`src/rtl/reaction_pkg.sv`:
```
// rtl/reaction_pkg.sv - shared constants and state encodings for the reaction-time trial
// Purpose: state encodings, LFSR tap mask and default Counter width shared by
//          reaction_sequencer and lfsr16.
// Ports:   none (package).
package reaction_pkg;

  localparam int CNT_W_DEF = 16;

  // Right-shift Fibonacci form: taps 16,14,13,11 land on bits 0,2,3,5.
  localparam logic [15:0] LFSR_TAPS = 16'h002D;

  typedef logic [2:0] state_t;

  localparam state_t ST_IDLE    = 3'd0;
  localparam state_t ST_ARM     = 3'd1;
  localparam state_t ST_WAIT    = 3'd2;
  localparam state_t ST_MEASURE = 3'd3;
  localparam state_t ST_DONE    = 3'd4;
  localparam state_t ST_FAULT   = 3'd5;

endpackage

```
`src/rtl/reaction_sequencer_if.sv`:
```
// rtl/reaction_sequencer_if.sv - control/status link between the sequencer and the 16-bit Counter
// Purpose: bundles the Counter control and status signals.
// Ports (modport master = sequencer side):
//   cnt_enable (out) Counter enable, cnt_clear (out) Counter synchronous clear,
//   count (in) Counter value, carry_out (in) Counter wrap pulse.
// Modport slave is the Counter side with directions reversed.
interface reaction_sequencer_if #(
  parameter int CNT_W = 16
);

  logic             cnt_enable;
  logic             cnt_clear;
  logic [CNT_W-1:0] count;
  logic             carry_out;

  modport master (output cnt_enable, output cnt_clear, input count, input carry_out);
  modport slave  (input cnt_enable, input cnt_clear, output count, output carry_out);

endinterface

```
`src/rtl/lfsr16.sv`:
```
// rtl/lfsr16.sv - free-running 16-bit Fibonacci LFSR
// Purpose: pseudo-random source that advances on every clock, including right
//          after reset; shared with the display blinker.
// Ports: clk (in) clock, rstn (in) async active-low reset, q[15:0] (out) state.
// SEED must be non-zero or the register locks up at zero.
module lfsr16
  import reaction_pkg::*;
#(
  parameter logic [15:0] SEED = 16'hACE1
) (
  input  logic        clk,
  input  logic        rstn,
  output logic [15:0] q
);

  always_ff @(posedge clk or negedge rstn) begin
    if (!rstn) begin
      q <= SEED;
    end else begin
      q <= {^(q & LFSR_TAPS), q[15:1]};
    end
  end

endmodule

```
`src/rtl/reaction_sequencer.sv`:
```
// rtl/reaction_sequencer.sv - control FSM for one reaction-time trial
// Purpose: waits for start, waits a pseudo-random delay, lights GO, lets the
//          Counter run on 1 ms ticks and captures the count on the response.
// Ports:
//   clk, rstn               clock, async active-low reset
//   tick                    1 ms strobe
//   start_btn, resp_btn     single-cycle button pulses
//   cnt_bus                 Counter link (enable/clear out, count/carry in)
//   led_go, busy            GO lamp, trial in progress
//   result, result_valid    captured reaction time and its valid flag
//   false_start, timeout    early press / Counter wrap flags
module reaction_sequencer
  import reaction_pkg::*;
#(
  parameter int          CNT_W     = CNT_W_DEF,
  parameter int          DLY_MIN   = 1000,
  parameter int          DLY_RND_W = 11,
  parameter logic [15:0] LFSR_SEED = 16'hACE1
) (
  input  logic                 clk,
  input  logic                 rstn,
  input  logic                 tick,
  input  logic                 start_btn,
  input  logic                 resp_btn,
  reaction_sequencer_if.master cnt_bus,
  output logic                 led_go,
  output logic                 busy,
  output logic [CNT_W-1:0]     result,
  output logic                 result_valid,
  output logic                 false_start,
  output logic                 timeout
);

  state_t           state;
  state_t           state_nxt;
  logic [CNT_W-1:0] dly_cnt;
  logic [15:0]      lfsr_q;
  logic             unused_lfsr_hi;

  lfsr16 #(.SEED(LFSR_SEED)) u_lfsr (
    .clk  (clk),
    .rstn (rstn),
    .q    (lfsr_q)
  );

  // Only the low DLY_RND_W bits feed the delay.
  assign unused_lfsr_hi = ^lfsr_q[15:DLY_RND_W];

  always_comb begin
    state_nxt = state;
    case (state)
      ST_IDLE:    if (start_btn) state_nxt = ST_ARM;
      ST_ARM:     state_nxt = ST_WAIT;
      ST_WAIT: begin
        if (resp_btn)                                 state_nxt = ST_FAULT;
        else if (tick && (dly_cnt == CNT_W'(1)))      state_nxt = ST_MEASURE;
      end
      ST_MEASURE: begin
        if (cnt_bus.carry_out)                        state_nxt = ST_FAULT;
        else if (resp_btn)                            state_nxt = ST_DONE;
      end
      ST_DONE, ST_FAULT: if (start_btn) state_nxt = ST_ARM;
      default:    state_nxt = ST_IDLE;
    endcase
  end

  // Decoded straight from the inputs so the Counter freezes in the response
  // cycle itself and the captured count is the value shown at the press.
  always_comb begin
    cnt_bus.cnt_enable = (state == ST_MEASURE) && tick && !resp_btn;
    cnt_bus.cnt_clear  = (state == ST_IDLE) || (state == ST_ARM) || (state == ST_WAIT);
  end

  always_ff @(posedge clk or negedge rstn) begin
    if (!rstn) begin
      state        <= ST_IDLE;
      dly_cnt      <= '0;
      result       <= '0;
      result_valid <= 1'b0;
      false_start  <= 1'b0;
      timeout      <= 1'b0;
      led_go       <= 1'b0;
      busy         <= 1'b0;
    end else begin
      state  <= state_nxt;
      // Lamp and busy follow the next state so they are glitch-free flops.
      led_go <= (state_nxt == ST_MEASURE);
      busy   <= (state_nxt == ST_ARM) || (state_nxt == ST_WAIT) || (state_nxt == ST_MEASURE);
      case (state)
        ST_ARM: begin
          dly_cnt      <= CNT_W'(DLY_MIN) + CNT_W'(lfsr_q[DLY_RND_W-1:0]);
          result       <= '0;
          result_valid <= 1'b0;
          false_start  <= 1'b0;
          timeout      <= 1'b0;
        end
        ST_WAIT: begin
          if (tick)     dly_cnt     <= dly_cnt - CNT_W'(1);
          if (resp_btn) false_start <= 1'b1;
        end
        ST_MEASURE: begin
          // A wrap beats a simultaneous response.
          if (cnt_bus.carry_out) begin
            timeout <= 1'b1;
          end else if (resp_btn) begin
            result       <= cnt_bus.count;
            result_valid <= 1'b1;
          end
        end
        default: ;
      endcase
    end
  end

endmodule

```
`src/flat_wrapper.sv`:
```
// flat-port wrapper written by rule: the top's interface ports become plain ports
module reaction_sequencer_flat import reaction_pkg::*;
#(
  parameter int          CNT_W     = CNT_W_DEF,
  parameter int          DLY_MIN   = 1000,
  parameter int          DLY_RND_W = 11,
  parameter logic [15:0] LFSR_SEED = 16'hACE1
)
  (clk, rstn, tick, start_btn, resp_btn, led_go, busy, result, result_valid, false_start, timeout, cnt_bus_cnt_enable, cnt_bus_cnt_clear, cnt_bus_count, cnt_bus_carry_out);
  reaction_sequencer_if #(.CNT_W(CNT_W)) cnt_bus_i ();
  input  logic clk;
  input  logic rstn;
  input  logic tick;
  input  logic start_btn;
  input  logic resp_btn;
  output logic led_go;
  output logic busy;
  output logic [CNT_W-1:0] result;
  output logic result_valid;
  output logic false_start;
  output logic timeout;
  output wire logic [$bits(cnt_bus_i.cnt_enable)-1:0] cnt_bus_cnt_enable;
  output wire logic [$bits(cnt_bus_i.cnt_clear)-1:0] cnt_bus_cnt_clear;
  input wire logic [$bits(cnt_bus_i.count)-1:0] cnt_bus_count;
  input wire logic [$bits(cnt_bus_i.carry_out)-1:0] cnt_bus_carry_out;
  assign cnt_bus_cnt_enable = cnt_bus_i.cnt_enable;
  assign cnt_bus_cnt_clear = cnt_bus_i.cnt_clear;
  assign cnt_bus_i.count = cnt_bus_count;
  assign cnt_bus_i.carry_out = cnt_bus_carry_out;
  reaction_sequencer #(.CNT_W(CNT_W), .DLY_MIN(DLY_MIN), .DLY_RND_W(DLY_RND_W), .LFSR_SEED(LFSR_SEED)) u_core (.clk(clk), .rstn(rstn), .tick(tick), .start_btn(start_btn), .resp_btn(resp_btn), .cnt_bus(cnt_bus_i), .led_go(led_go), .busy(busy), .result(result), .result_valid(result_valid), .false_start(false_start), .timeout(timeout));
endmodule
```
`config.mk`:
```
export PLATFORM = sky130hd
export DESIGN_NAME = reaction_sequencer_flat
export DESIGN_NICKNAME = d
export VERILOG_FILES = /design/src/rtl/reaction_pkg.sv /design/src/rtl/reaction_sequencer_if.sv /design/src/rtl/lfsr16.sv /design/src/rtl/reaction_sequencer.sv /design/src/flat_wrapper.sv
export SDC_FILE = /design/constraint.sdc
export NUM_CORES = 1
export LEC_CHECK = 0
export ABC_CLOCK_PERIOD_IN_PS = 2300
export BUFFER_PORTS_ARGS = -buffer_cell sky130_fd_sc_hd__buf_2
export CAP_MARGIN = 20
export CORE_MARGIN = 3
export CORE_UTILIZATION = 30
export CTS_CLUSTER_DIAMETER = 30
export DETAILED_ROUTE_END_ITERATION = 6
export PLACE_DENSITY = 0.46
export SYNTH_ARGS = -nofsm -noshare
export SYNTH_HDL_FRONTEND = slang
export SYNTH_HIERARCHICAL = 1
export SYNTH_SLANG_ARGS = --single-unit
```
`constraint.sdc`:
```
create_clock -name clk -period 2.3 [get_ports clk]
set_clock_uncertainty 0.15 [all_clocks]
set_input_delay 0.23 -clock clk [delete_from_list [all_inputs] [get_ports clk]]
set_output_delay 0.23 -clock clk [all_outputs]
set_load 0.02 [all_outputs]
```
==> metrics.md <==
| Metric | Value |
|---|---|
| Crit Path Class | reg2reg |
| Worst-path fanout max | 4 |
| Fillcell total | 829 |
| Crit start category | flip-flop |
| Cell area power density | 1110 nW/um^2 |
| Sequential fraction of the synthesis area | 54.5% |
| P&R area growth vs syn | 27.1% |
| H-Tree Depth | 2 |
| Initial antenna violation count | 0 |
| CP delay by family, top | simple AND/OR/NAND/NOR gates |
| CTS Root Cell | clkbuf_8 |
| GP Congestion | 0.741 |
| Yosys top cell by area | dfrtp_1 |
| Maximum VDD drop | 0.417 mV |
| # rows | 33 |
| Pwr Total | 3.65 mW |
| GRT Util Overall | 13.2% |
| Highest clock rate | 490 MHz |
| Pre-CTS WS | 0.297 ns |
| Die ar. | 9780 sq um |
| Largest net degree at the start of global routing | 34 |
| DRT iter0 DRCs | 79 |
| Detailed Place HPWL | 4230 microns |
| Slew HR | 68.4% |
| Syn Inst Count | 251 |
| Vias in the first global route | 2,096 |
| IO Port Bufs | 44 |
| Vias | 2,099 |
| Layout Nets | 348 |
| FF+latch count, synth | 56 |
| # Max-Cap Violations | 0 |
| Synth warn | 6 |
| Area contributors post-synth | dfrtp_1, dfstp_2, nand2_1 |
| Synthesized area | 2590 sq um |
| Setup Viol. Count Final | 0 |
| Synth top area share | 46.4% |
| FFs w/ async S/R, synth | 100% |
| Crit path capture type | flip-flop |
| CTS Sinks | 56 |
| DRC | 0 |
| Starting Density | 31.2% |
| Clock Latency Late Sink | 0.30 ns |
| N_diodes | 0 |
| Chip Width | 98.9 microns |
| Clock Path Buffers | 2 |
| CTS tree | built |
| DIE HEIGHT | 98.9 microns |
| Hold Violations, Final | 0 |
| Max incr delay on CP | 0.42 ns |
| EDFF count, synth | 0 |
| Post-synth top flop | dfrtp_1 |
| # IOs | 45 |
| Clock-pin slew on the worst setup and hold paths | 0.10 ns |
| Crit path cell chain | inv_1, ha_1, or3b_1, or3_1, a21oi_1, a2bb2oi_1 |
| First-pass GRT wire length | 10,400 microns |
| Min-Delay Path Class | in2reg |
| Syn Nets | 276 |
| Setup slack after layout | 0.258 ns |
| Period minus WS final | 2.04 ns |
| Vias per Instance | 4.89 |
| Sum Neg Setup Slack | 0 ns |
| Worst Path Required | 2.38 ns |
| Post-synthesis average cell area | 10.3 sq um |
| Worst Max-Slew Pin Slew | 0.473 ns |
| Static Leakage | 1.52 nW |
| Router iterations before antenna repair | 5 |
| Average wire per cell in the routed design | 14.2 microns |
| Slowest stage cell, crit path | dfrtp_1 |
| Run status | complete, no violations |
| CTS buffer count | 5 |
| Pins Over Slew Limit | 0 |
| Reg2Reg Setup Slack | 0.26 ns |
| DRT antenna net count | 0 |
| Crit path DAT | 2.12 ns |
| CP bufs+invs | 1 |
| # resized after CTS | 0 |
| Layout cells sized above 1 | 26.2% |
| GRT Residual Overflow | 0 |
| Final period util | 88.8% |
| RSZ-0062 raised after global routing | false |
| WL final | 6090 microns |
| Core area | 8300 sq um |
| Synth cell types | 53 |
[layout make-up]
cell class	count	area, sq um	share of cell area [%]
sequential	56	1410	42.9
multi-input combinational	177	1100	33.4
timing repair buffer	75	493	15.0
tap	105	131	3.99
clock buffer	7	96.3	2.93
clock inverter	1	30.0	0.913
inverter	8	30.0	0.913
[logic make-up after synthesis]
kind of cell / count (synthesis) / synth area share (%)
AOI/OAI and AO/OA: 72 / 17.0
xor gates and xnor gates: 9 / 3.04
adders and majority gates: 3 / 1.45
buffers and inverters: 18 / 3.09
DFF: 56 / 54.5
muxes: 4 / 1.69
and+or+nand+nor: 89 / 19.2
[flip-flops by register name (all words and copies together), names as in the netlist]
register,count
u_core/result_valid,1
u_core/false_start,1
u_core/busy,1
u_core/result,16
u_core/u_lfsr/q,16
u_core/dly_cnt,16
u_core/led_go,1
u_core/state,3
u_core/timeout,1
[worst min-delay path: stages]
cell and delay, ns:
buf_2 0.09, nand2_1 0.04, o21ai_0 0.06
[per-layer routing]
layer / up-vias / track usage (%) / wire length [microns] / part of all wire [%]
met2: 39 / 22.4 / 3020 / 50
met5: - / 0 / 0 / 0
li1: 1042 / - / - / -
met3: 6 / 2.97 / 181 / 3.0
met4: 0 / 3.47 / 66 / 1.1
met1: 1012 / 16.9 / 2820 / 46
[timing repair]
| item | CTS | global route |
|---|---|---|
| hold buffers | 16 | 0 |
| endpoints found under the hold margin | 30 | 0 |
| setup buffers | 0 | 0 |
[placed cells by master (no fill, tap or decap), types with 4 or more instances in the layout]
master,instances
dfrtp_1,48
xnor2_1,5
dlygate4sd3_1,16
buf_4,15
o21ai_0,9
inv_1,8
nand2_1,39
a21oi_1,13
o21ai_1,24
a31oi_1,4
nand2b_1,4
nor3_1,6
xor2_1,4
dfstp_2,8
nor2_1,10
buf_2,44
clkbuf_8,7
[worst paths after layout]
check / start / to / cells past startpoint
worst min-delay path: cnt_bus_count[7] / u_core/result[7]$_DFFE_PN0P_ / 3
worst max register to register: u_core/dly_cnt[1]$_DFFE_PN0P_ / u_core/dly_cnt[6]$_DFFE_PN0P_ / 6
max in group asynchronous: rstn / u_core/u_lfsr/q[7]$_DFF_PN1_ / 3
worst max-delay path: u_core/dly_cnt[1]$_DFFE_PN0P_ / u_core/dly_cnt[6]$_DFFE_PN0P_ / 6
min in group asynchronous: rstn / u_core/dly_cnt[2]$_DFFE_PN0P_ / 2
worst min register to register: u_core/u_lfsr/q[12]$_DFF_PN0_ / u_core/u_lfsr/q[11]$_DFF_PN1_ / 0
[metrics by stage]
| stage | cell area, sq um | hold slack, ns | instances | utilization [%] |
|---|---|---|---|---|
| 6_report | 3290 | 0.00731 | 429 | 39.6 |
| 5_1_grt | 3290 | 0.00972 | 429 | 39.6 |
| 4_1_cts | 3290 | 0.000825 | 429 | 39.6 |
| 3_5_place_dp | 3000 | 0.0608 | 405 | 36.2 |
| 3_3_place_gp | 3000 | 0.0544 | 405 | 36.2 |
| 2_1_floorplan | 2590 | -0.216 | 251 | - |
[cell usage after synthesis, types with 2 or more instances]
library cell,n
a21oi_1,13
inv_1,8
o31ai_1,2
xnor2_1,5
or3b_1,2
or4_1,3
nor2b_1,2
or3_1,3
a2bb2oi_1,2
dfrtp_1,48
a22o_1,3
nor3_1,6
ha_1,3
nand4_1,3
clkbuf_1,7
o21ai_0,9
nor2_1,10
o22ai_1,2
nand2_1,39
and3b_1,2
o21ai_1,24
xor2_1,4
nand3b_1,2
nand2b_1,4
dfstp_2,8
o221ai_1,3
nand3_1,3
mux2_2,3
a31oi_1,4
[power by group]
group          switching, mW  total, mW  leakage [nW]  internal, mW
sequential             0.205       1.43         0.712          1.22
clock                  0.310      0.694        0.0645         0.385
combinational          0.938       1.53         0.748         0.592
Note: power is estimated with default switching activity, not from simulation.
